**src/rtl/i2c_arb_pkg.sv**
```systemverilog
// Shared types and widths for the I2C master arbiter.
package i2c_arb_pkg;

  localparam int unsigned I2C_ADDR_W = 7;
  localparam int unsigned I2C_DATA_W = 8;

  typedef enum logic [1:0] {
    StIdle     = 2'd0,
    StLaunch   = 2'd1,
    StWaitDone = 2'd2,
    StResp     = 2'd3
  } arb_state_e;

endpackage

```
**src/rtl/i2c_rr_pick.sv**
```systemverilog
// Combinational round-robin picker: first asserted request at or after ptr, wrapping.
module i2c_rr_pick #(
  parameter int unsigned NREQ = 4,
  parameter int unsigned IdxW = (NREQ > 1) ? $clog2(NREQ) : 1
) (
  input  logic [NREQ-1:0] req,
  input  logic [IdxW-1:0] ptr,
  output logic [IdxW-1:0] win,
  output logic            any
);

  int unsigned idx;

  // Scan from ptr upward; the first hit wins.
  always_comb begin
    win = '0;
    any = 1'b0;
    idx = 0;
    for (int unsigned k = 0; k < NREQ; k++) begin
      idx = (32'(ptr) + k) % NREQ;
      if (!any && req[idx[IdxW-1:0]]) begin
        any = 1'b1;
        win = idx[IdxW-1:0];
      end
    end
  end

endmodule

```
**src/rtl/i2c_master_arbiter.sv**
```systemverilog
// Round-robin arbiter/sequencer sharing one I2C master engine among NREQ requesters.
// Optional watchdog on the transfer is enabled by defining I2C_ARB_TIMEOUT_EN.
module i2c_master_arbiter import i2c_arb_pkg::*; #(
  parameter int unsigned NREQ = 4
`ifdef I2C_ARB_TIMEOUT_EN
  ,
  parameter logic [15:0] TIMEOUT_CYC = 16'd50000
`endif
) (
  input  logic                       clk,
  input  logic                       rst_n,
  input  logic [NREQ-1:0]            req,
  input  logic [NREQ*I2C_ADDR_W-1:0] req_addr,
  input  logic [NREQ-1:0]            req_rw,
  input  logic [NREQ*I2C_DATA_W-1:0] req_wdata,
  output logic [NREQ-1:0]            gnt,
  output logic [NREQ-1:0]            done,
  output logic [I2C_DATA_W-1:0]      rdata,
  output logic                       err,
  input  logic                       mst_ready,
  output logic                       mst_enable,
  output logic [I2C_ADDR_W-1:0]      mst_addr,
  output logic                       mst_rw,
  output logic [I2C_DATA_W-1:0]      mst_wdata,
  input  logic                       mst_done,
  input  logic [I2C_DATA_W-1:0]      mst_rdata,
  input  logic                       mst_nack,
  output logic                       mst_abort
);

  localparam int unsigned IdxW = (NREQ > 1) ? $clog2(NREQ) : 1;

  arb_state_e            state_q, state_d;
  logic [IdxW-1:0]       ptr_q, ptr_d;
  logic [IdxW-1:0]       win_q, win_d;
  logic [NREQ-1:0]       gnt_q, gnt_d;
  logic [NREQ-1:0]       done_q, done_d;
  logic [I2C_DATA_W-1:0] rdata_q, rdata_d;
  logic                  err_q, err_d;
  logic                  enable_q, enable_d;
  logic [I2C_ADDR_W-1:0] addr_q, addr_d;
  logic                  rw_q, rw_d;
  logic [I2C_DATA_W-1:0] wdata_q, wdata_d;

  logic [IdxW-1:0]       pick_win;
  logic                  pick_any;
  logic [NREQ-1:0]       pick_oh;
  logic [NREQ-1:0]       win_oh;
  logic [I2C_ADDR_W-1:0] sel_addr;
  logic                  sel_rw;
  logic [I2C_DATA_W-1:0] sel_wdata;

  i2c_rr_pick #(
    .NREQ(NREQ),
    .IdxW(IdxW)
  ) u_pick (
    .req(req),
    .ptr(ptr_q),
    .win(pick_win),
    .any(pick_any)
  );

  // Decode picker/latched winner to one-hot and mux the candidate command.
  always_comb begin
    pick_oh   = '0;
    win_oh    = '0;
    sel_addr  = '0;
    sel_rw    = 1'b0;
    sel_wdata = '0;
    for (int unsigned i = 0; i < NREQ; i++) begin
      pick_oh[i] = (pick_win == IdxW'(i));
      win_oh[i]  = (win_q == IdxW'(i));
      if (pick_win == IdxW'(i)) begin
        sel_addr  = req_addr[i*I2C_ADDR_W +: I2C_ADDR_W];
        sel_rw    = req_rw[i];
        sel_wdata = req_wdata[i*I2C_DATA_W +: I2C_DATA_W];
      end
    end
  end

`ifdef I2C_ARB_TIMEOUT_EN
  logic [15:0] cnt_q, cnt_d;
  logic        abort_q, abort_d;
`endif

  // Next-state and registered-output computation.
  always_comb begin
    state_d  = state_q;
    ptr_d    = ptr_q;
    win_d    = win_q;
    gnt_d    = gnt_q;
    done_d   = '0;
    rdata_d  = rdata_q;
    err_d    = err_q;
    enable_d = 1'b0;
    addr_d   = addr_q;
    rw_d     = rw_q;
    wdata_d  = wdata_q;
`ifdef I2C_ARB_TIMEOUT_EN
    cnt_d    = cnt_q;
    abort_d  = 1'b0;
`endif
    unique case (state_q)
      StIdle: begin
        gnt_d = '0;
        if (pick_any && mst_ready) begin
          win_d    = pick_win;
          addr_d   = sel_addr;
          rw_d     = sel_rw;
          wdata_d  = sel_wdata;
          gnt_d    = pick_oh;
          enable_d = 1'b1;
          state_d  = StLaunch;
        end
      end
      StLaunch: begin
        state_d = StWaitDone;
`ifdef I2C_ARB_TIMEOUT_EN
        cnt_d   = '0;
`endif
      end
      StWaitDone: begin
        if (mst_done) begin
          rdata_d = mst_rdata;
          err_d   = mst_nack;
          done_d  = win_oh;
          state_d = StResp;
`ifdef I2C_ARB_TIMEOUT_EN
        end else if (cnt_q == TIMEOUT_CYC - 16'd1) begin
          // Watchdog expired: abort the master and report an error.
          abort_d = 1'b1;
          rdata_d = '0;
          err_d   = 1'b1;
          done_d  = win_oh;
          state_d = StResp;
        end else begin
          cnt_d = cnt_q + 16'd1;
`endif
        end
      end
      StResp: begin
        gnt_d   = '0;
        ptr_d   = (win_q == IdxW'(NREQ - 1)) ? '0 : win_q + IdxW'(1);
        state_d = StIdle;
      end
      default: state_d = StIdle;
    endcase
  end

  // State and output registers.
  always_ff @(posedge clk or negedge rst_n) begin
    if (!rst_n) begin
      state_q  <= StIdle;
      ptr_q    <= '0;
      win_q    <= '0;
      gnt_q    <= '0;
      done_q   <= '0;
      rdata_q  <= '0;
      err_q    <= 1'b0;
      enable_q <= 1'b0;
      addr_q   <= '0;
      rw_q     <= 1'b0;
      wdata_q  <= '0;
    end else begin
      state_q  <= state_d;
      ptr_q    <= ptr_d;
      win_q    <= win_d;
      gnt_q    <= gnt_d;
      done_q   <= done_d;
      rdata_q  <= rdata_d;
      err_q    <= err_d;
      enable_q <= enable_d;
      addr_q   <= addr_d;
      rw_q     <= rw_d;
      wdata_q  <= wdata_d;
    end
  end

`ifdef I2C_ARB_TIMEOUT_EN
  // Watchdog counter and abort strobe.
  always_ff @(posedge clk or negedge rst_n) begin
    if (!rst_n) begin
      cnt_q   <= '0;
      abort_q <= 1'b0;
    end else begin
      cnt_q   <= cnt_d;
      abort_q <= abort_d;
    end
  end

  assign mst_abort = abort_q;
`else
  assign mst_abort = 1'b0;
`endif

  assign gnt        = gnt_q;
  assign done       = done_q;
  assign rdata      = rdata_q;
  assign err        = err_q;
  assign mst_enable = enable_q;
  assign mst_addr   = addr_q;
  assign mst_rw     = rw_q;
  assign mst_wdata  = wdata_q;

endmodule

```
**config.mk**
```make
export PLATFORM = sky130hd
export DESIGN_NAME = i2c_master_arbiter
export DESIGN_NICKNAME = d
export VERILOG_FILES = /design/src/rtl/i2c_arb_pkg.sv /design/src/rtl/i2c_rr_pick.sv /design/src/rtl/i2c_master_arbiter.sv
export SDC_FILE = /design/constraint.sdc
export NUM_CORES = 1
export LEC_CHECK = 0
export CORE_ASPECT_RATIO = 1.75
export CORE_MARGIN = 4
export CORE_UTILIZATION = 30
export CTS_CLUSTER_DIAMETER = 40
export DETAILED_ROUTE_END_ITERATION = 8
export SLEW_MARGIN = 30
export SYNTH_ARGS = -nofsm -noshare
export SYNTH_HDL_FRONTEND = slang
export SYNTH_SLANG_ARGS = --single-unit
```
**constraint.sdc**
```tcl
create_clock -name clk -period 2.7 [get_ports clk]
set_input_delay 0.81 -clock clk [delete_from_list [all_inputs] [get_ports clk]]
set_output_delay 0.81 -clock clk [all_outputs]
set_load 0.1 [all_outputs]
```
Word-level counts from Yosys, hierarchy flattened
Index checks and enable logic that the tools add are counted.
{"block": "word_totals", "ff_bits": 40, "wordCells": 82}
{"block": "op_classes", "n_addsub": 4, "order_cmp": 4, "eq_ne": 11, "mux": 38, "reduce_logical": 14}
{"op": "8-bit 2-to-1 mux", "count": 4}
{"op": "7-bit 2-to-1 mux", "count": 4}
{"op": "1-bit 2-to-1 mux", "count": 14}
{"op": "2-bit 2-to-1 mux", "count": 7}
{"op": "2-bit == test, second input constant", "count": 6}
{"op": "2-bit by 3-bit less-than comparator with 1-bit output, second input constant", "count": 4}
{"op": "4-bit 2-to-1 mux", "count": 3}
{"op": "1-bit binary-select mux with 2-bit select", "count": 4}
{"op": "2-bit one-hot mux with 4 select lines", "count": 1}
{"op": "4-bit one-hot mux with 2 select lines", "count": 1}
{"op": "2-bit by 1-bit == test with 1-bit output, second input constant", "count": 3}
{"op": "2-bit logical NOT", "count": 3}
{"op": "2-bit AND reduction", "count": 3}
{"op": "2-bit by 1-bit adder with 2-bit output, second input constant", "count": 2}
{"op": "2-bit adder, second input constant", "count": 2}
{"op": "1-bit logical AND", "count": 4}
{"op": "2-bit != test, second input constant", "count": 2}
{"op": "1-bit logical NOT", "count": 3}
{"op": "2-bit nonzero test", "count": 1}

Logic depth before layout (Yosys ltp)
Gate-level depths: netlist of run 1.
{"block": "logic_depth", "depth_word": 17, "ltp_mapped": 7}

Cells and area by module
A second synthesis of run 1 with hierarchy kept.
{"block": "hier_totals", "hier_cells": 178, "hier_area_um2": 2148.3}
{"mod": "i2c_master_arbiter", "instances": 1, "cells_per_inst": 163, "area_each_um2": 2070.7, "seq_area_each_um2": 1001.0}
{"mod": "i2c_rr_pick", "instances": 1, "cells_per_inst": 15, "area_each_um2": 77.6, "seq_area_each_um2": 0.0}

Worst setup path after synthesis of run 1
Ideal clock, no wire load.
{"block": "synth_path", "kind": "input port to flip-flop", "start": "input req[1]", "end": "register addr_q[0], in the netlist mst_addr[0]", "setup_ns": 0.124, "arrival_ns": 2.014, "setup_slack_ns": 0.562, "stages": 7, "n_path_buf": 2, "path_cell_list": "mux2_4 > o221ai_2 > buf_6 > buf_12 > mux2i_1 > nor3_1 > a211o_1"}
{"block": "synth_via", "elab_chain_len": 17, "word_cells_on_any_way": 32, "classes_between": "3 x eq/ne; 20 x mux; 9 x reduce/logical"}
{"item": "from (decl)", "line": "i2c_master_arbiter.sv:12", "source": "input logic [NREQ-1:0] req,"}
{"item": "1-bit binary-select mux with 2-bit select", "line": "i2c_rr_pick.sv:21", "source": "if (!any && req[idx[IdxW-1:0]]) begin"}
{"item": "1-bit 2-to-1 mux (implied by the code)", "line": "i2c_rr_pick.sv:21"}
{"item": "1-bit 2-to-1 mux", "line": "i2c_rr_pick.sv:21"}
{"item": "1-bit logical NOT", "line": "i2c_rr_pick.sv:21"}
{"item": "1-bit logical AND", "line": "i2c_rr_pick.sv:21"}
{"item": "1-bit 2-to-1 mux", "line": "i2c_rr_pick.sv:21"}
{"item": "1-bit logical NOT", "line": "i2c_rr_pick.sv:21"}
{"item": "1-bit logical AND", "line": "i2c_rr_pick.sv:21"}
{"item": "1-bit 2-to-1 mux", "line": "i2c_rr_pick.sv:21"}
{"item": "1-bit logical NOT", "line": "i2c_rr_pick.sv:21"}
{"item": "1-bit logical AND", "line": "i2c_rr_pick.sv:21"}
{"item": "2-bit 2-to-1 mux", "line": "i2c_rr_pick.sv:21"}
{"item": "2-bit logical NOT", "line": "i2c_master_arbiter.sv:73", "source": "if (pick_win == IdxW'(i)) begin"}
{"item": "7-bit 2-to-1 mux (4 in series)", "line": "i2c_master_arbiter.sv:73"}
{"item": "to (signal assigned)", "line": "i2c_master_arbiter.sv:173", "source": "addr_q <= addr_d;"}
{"item": "to (decl)", "line": "i2c_master_arbiter.sv:41", "source": "logic [I2C_ADDR_W-1:0] addr_q, addr_d;"}
Several ways; a longest one is shown, not always the timed one. The select of a mux whose other input is x is not followed.
A chain may end at the register's enable or synchronous reset.

Final worst setup path of run 1
{"block": "layout_path", "start": "input req[0]", "end": "register addr_q[5], in the netlist mst_addr[5]"}
The elaborated chain is that of the path after synthesis.

==> results.toml, run 1 <==
[timing]
slew_violations = 0
finalHoldViolations = 0
min_period_ns = 2.50
fmax_ghz = 0.401
fin_skew_ns = 0.00375
holdWs_ns = 0.360
finalCritPeriodShare_pct = 92.5
rsz0062_at_grt = "false"
setup_violations = 0
timing.final.ws_setup_ns = 0.204

[setup_path]
worst_setup_path_end_kind = "register"
reg2reg_from = "ptr_q[1]"
crit_fanout = 19
critPathLaunch = "req[0]"
worstSetupStartpointType = "input port"
cp_data_arrival_time_ns = 2.66
required_ns = 2.87
crit_type = "input port to register"
ff2ff_path_depth = 6

[clock_tree]
clk_pin_slew_ns = 0.06
numCtsBuffers = 5
cts_buffer_depth = 2
post_cts.resized_instances = 0
cts_root_buffer = "clkbuf_16"
cts_max_level = 2
cts.sinks = 40
tritoncts = "done"
hold_buffers = 0
clk_latency_ns = 0.28
cts_setup_buffers = 0

[floorplan]
coreArea_sq_um = 7230
die-height_um = 122
die_w_um = 73.3
ioPinCount = 116
initial_core_util_pct = 30.9
dieArea_sq_um = 8960
rows = 41

[status]
outcome = "finished clean"

[cells_and_area]
areaGrowthSynthToFinish_pct = 60.5
stdcell_count = 404
n_antenna_cell = 0
drive_above_1_share_pct = 20.8
nets = 406
fillCellCount = 680

[grt]
grt_pass1_vias = 2035
grt-ovfl-total = 0
grt_pass1_wl_mm = 9.91
antenna_found_initial = 0
track_usage_pct = 14.6
grt_max_degree = 40

[placed_design]
pre_cts_ws_ns = -0.0865
dpl.cell_count = 396
gp_congestion = 0.710
dp_hpwl_mm = 5.07
io_buffers = 114

[drt]
highest_layer = "met4"
wl_met3_um = 317
vias = 1942
via_per_inst = 4.81
firstDrtPassIters = 3
postRouteAntennaNets = 0
wl_met2_mm = 3.82
m1WireLength_mm = 2.16
wire_per_inst_um = 16.1
drc = 0
drtIter0Drc = 67
wl_mm = 6.50

[yosys]
synthesis.instances = 201
synthArstFlopShare_pct = 100
synth_edf_count = 0
synth.avg_cell_area_sq_um = 11.1
synth-seq-cells = 40
syn_nets = 290
yosysSeqAreaShare_pct = 44.7
ys.flop_type = "dfrtp_1"
ys_types = 34
syn_area_sq_um = 2240
ys_warn_count = 0

[flow_run]
max_cap_violations = 0

[pwr]
power.density_nw_per_um2 = 1370
leakage_nw = 1.75
peakVddDrop_v = 0.000669

[min_path]
hold_path_class = "input port to async pin"
-- flip-flops by register name, indices dropped and copies added (netlist names) --
register,flops
mst_enable,1
ptr_q,2
rdata,8
mst_addr,7
gnt,4
done,4
mst_rw,1
mst_wdata,8
win_q,2
state_q,2
err,1
-- routing by layer --
metal,global-route usage [%],up-vias
li1,-,966
met1,14.5,901
met2,27.7,60
met3,3.03,15
met4,7.14,0
met5,0,-
-- placed cells by master, fill, tap and decap left out, types with 3 or more instances in the layout --
master,count
nor3_1,32
mux2_2,10
nor2_1,3
clkbuf_16,5
nand2_1,11
dfrtp_1,40
buf_4,38
ha_1,8
buf_12,5
inv_1,7
o31ai_1,4
clkdlybuf4s50_1,79
a21oi_1,3
mux2i_1,32
a211o_1,16
and3_1,4
o21ai_0,3
-- cells by family after synthesis --
kind of cell | after synthesis | share of synthesized area [%]
flops | 40 | 44.7
other cells | 1 | 0.168
fa+ha+maj | 8 | 4.47
mux | 43 | 20.0
compound gates | 33 | 11.8
simple gates | 55 | 12.4
buf+inv | 21 | 6.43
-- power by group --
part / internal [mW] / switching (mW) / leakage [nW]
registers: 0.866 / 0.160 / 0.503
clock network: 0.439 / 0.252 / 0.0804
logic: 0.913 / 2.30 / 1.17
total: 2.22 / 2.71 / 1.75
-- critical path, cell delays in order --
cell and delay, ns:
clkdlybuf4s50_1 0.53, or3b_1 0.41, o221ai_4 0.11, buf_12 0.21, mux2i_1 0.23, nor3_1 0.07, a211o_1 0.26
-- metrics by stage --
stage          area [sq um]  util, %  power, mW  TNS, ns
6_report               3590     49.7       4.93        0
5_1_grt                3590     49.7       5.16        0
4_1_cts                3590     49.7       4.99        0
3_5_place_dp           3420     47.3       4.28   -0.761
3_3_place_gp           3420     47.3       4.25   -0.318
2_1_floorplan          2240        -       3.49        0
-- cells in the mapped netlist, drive strengths merged, types with 2 or more instances --
library cell | instances | area, sq um
dfrtp | 40 | 1000
a21oi | 3 | 15.0
and3 | 4 | 25.0
mux2 | 11 | 128
buf | 12 | 106
nor2 | 3 | 11.3
clkbuf | 2 | 11.3
inv | 7 | 26.3
ha | 8 | 100
a211o | 16 | 140
o31ai | 4 | 30.0
nor3 | 32 | 160
nand2 | 11 | 41.3
o21ai | 3 | 15.0
mux2i | 32 | 320
o22ai | 2 | 18.8
-- final cells by class --
class,count,area (sq um),share of cell area (%)
flip-flops and latches,40,1000,27.9
inverters,7,26.3,0.731
repair buffers,123,1180,32.9
well taps,86,108,3.00
clock buffers,5,125,3.48
clock inverters,3,46.3,1.29
multi-input cells,140,1100,30.8
-- path summary, 6_finish.rpt --
kind | to | slack, ns
max reg2reg | mst_addr[5] | 0.73
min | rdata[5] | 0.36
max | mst_addr[5] | 0.20
min in group clk | gnt[2] | 0.48
max in group asynchronous | mst_wdata[1] | 1.83
min reg2reg | gnt[2] | 0.48
Note: power is estimated with default switching activity, not from simulation.
==> inputs of run 2 (changes only) <==
Clock period 2.7 ns to 2.9 ns, I/O delays scaled along.
==> results.toml, run 2 (synthesized netlist as in run 1, its figures left out) <==
[floorplan]
ioPinCount = 116
die-height_um = 122
rows = 41
coreArea_sq_um = 7230
die_w_um = 73.3
initial_core_util_pct = 30.9
dieArea_sq_um = 8960

[cells_and_area]
fillCellCount = 687
areaGrowthSynthToFinish_pct = 58.9
multi_input_area_sq_um = 1100
layout_common_cells = "clkdlybuf4s50_1 (79), dfrtp_1 (40), buf_4 (37)"
layout_commonest_cell = "clkdlybuf4s50_1"
drive_above_1_share_pct = 20.3
register_area_sq_um = 1000
n_antenna_cell = 0
nets = 404

[drt]
drtIter0Drc = 53
firstDrtPassIters = 4
drc = 0
vias = 1955
wl_mm = 6.37
postRouteAntennaNets = 0
wire_per_inst_um = 15.9
via_per_inst = 4.86

[clock_tree]
cts.sinks = 40
cts_buffer_depth = 2
clk_latency_ns = 0.28
clk_pin_slew_ns = 0.06
cts_root_buffer = "clkbuf_16"
tritoncts = "done"
numCtsBuffers = 5
cts_setup_buffers = 0
post_cts.resized_instances = 0
hold_buffers = 0
cts_max_level = 2

[pwr]
p_total_mw = 4.48
leakage_nw = 1.74
p_switching_mw = 2.49
switching_share_pct = 55.6
power.density_nw_per_um2 = 1260
seqPwrFrac_pct = 21.3
peakVddDrop_v = 0.000761
power.internal_mw = 1.99
combPwrFrac_pct = 66.5
power.share.clock_pct = 12.2

[setup_path]
path_buf_inv = 2
crit_fanout = 16
crit_type = "input port to register"
cp_data_arrival_time_ns = 2.72
crit_slowest_cell = "clkdlybuf4s50_1"
required_ns = 3.06
max_stage_delay_ns = 0.53
worst_setup_path_end_kind = "register"
crit_family = "buffers and inverters"
worstSetupStartpointType = "input port"
crit_chain = "clkdlybuf4s50_1 -> or3b_1 -> o221ai_4 -> buf_12 -> mux2i_1 -> nor3_1 -> a211o_1"

[grt]
track_usage_pct = 14.2
grt_pass1_wl_mm = 9.65
grt_pass1_vias = 1993
grt_max_degree = 41
grt-ovfl-total = 0
antenna_found_initial = 0

[status]
outcome = "finished clean"

[timing]
finalHoldViolations = 0
maxSlewHeadroom_pct = 65.5
rsz0062_at_grt = "false"
worst_slew_pin_slew_ns = 0.517
setup_tns_ns = 0
setup_violations = 0
slew_violations = 0
fin_skew_ns = 0.00427
finalCritPeriodShare_pct = 88.4
min_period_ns = 2.56
fmax_ghz = 0.390

[flow_run]
max_cap_violations = 0

[placed_design]
gp_congestion = 0.720
io_buffers = 114
dp_hpwl_mm = 5.00

[min_path]
hold_path_class = "register to register"
## run 2: cell types whose count changed in the layout (fill, tap and decap cells not counted), sizes merged
cell      delta
buf          -2
bufinv       -1
clkbuf       +1
clkinv       +2
clkinvlp     -1
inv          -1
## run 2: final timing paths
| path | endpoint | slack (ns) | cells after the start | from |
|---|---|---|---|---|
| hold reg to reg | gnt[0] | 0.48 | 2 | gnt[0] |
| hold / removal | gnt[0] | 0.48 | 2 | gnt[0] |
| setup reg to reg | mst_wdata[4] | 0.92 | 6 | ptr_q[1] |
| max in group asynchronous | mst_wdata[5] | 1.97 | 1 | rst_n |
| min in group asynchronous | err | 0.56 | 1 | rst_n |
| setup / recovery | mst_wdata[4] | 0.34 | 7 | req[0] |
## run 2: power by group through the flow
stage                     registers, mW  clock network [mW]  logic [mW]
final                             0.955               0.546        2.98
after floorplan                    2.42                   0       0.827
after global placement            0.955                   0        3.00
after global routing              0.990               0.594        3.12
after detailed placement          0.966                   0        3.02
after CTS                         0.959               0.568        3.02
## run 2: metrics by stage
step / hold slack [ns] / setup WS, ns / util (%) / cell area [sq um] / std cells
2_1_floorplan: 0.499 / 0.702 / - / 2240 / 201
3_3_place_gp: 0.468 / 0.0991 / 47.1 / 3410 / 394
3_5_place_dp: 0.472 / 0.0418 / 47.1 / 3410 / 394
4_1_cts: 0.487 / 0.320 / 49.1 / 3550 / 402
5_1_grt: 0.510 / 0.205 / 49.2 / 3560 / 402
6_report: 0.481 / 0.336 / 49.2 / 3560 / 402
## run 2: per-layer routing
metal  GRT usage (%)  share of wire [%]  vias to the layer above
met1            13.3                 32                      934
met3            2.38                4.1                        5
met5               0                  0                        -
li1                -                  -                      965
met4            5.44                1.5                        0
met2            28.9                 62                       51
## run 2: worst register-to-register path: stages, from the launching register on
cell,delay [ns]
dfrtp_1,0.48
mux2_4,0.34
o221ai_4,0.24
buf_12,0.21
mux2i_1,0.25
nor3_1,0.07
a211o_1,0.26
## run 2: area by class of cell
type,count,share of cell area [%]
clock buffers,6,3.90
inverters,7,0.739
flip-flops and latches,40,28.1
multi-input cells,140,31.1
clock inverters,2,0.281
well taps,86,3.02
repair buffers,121,32.9
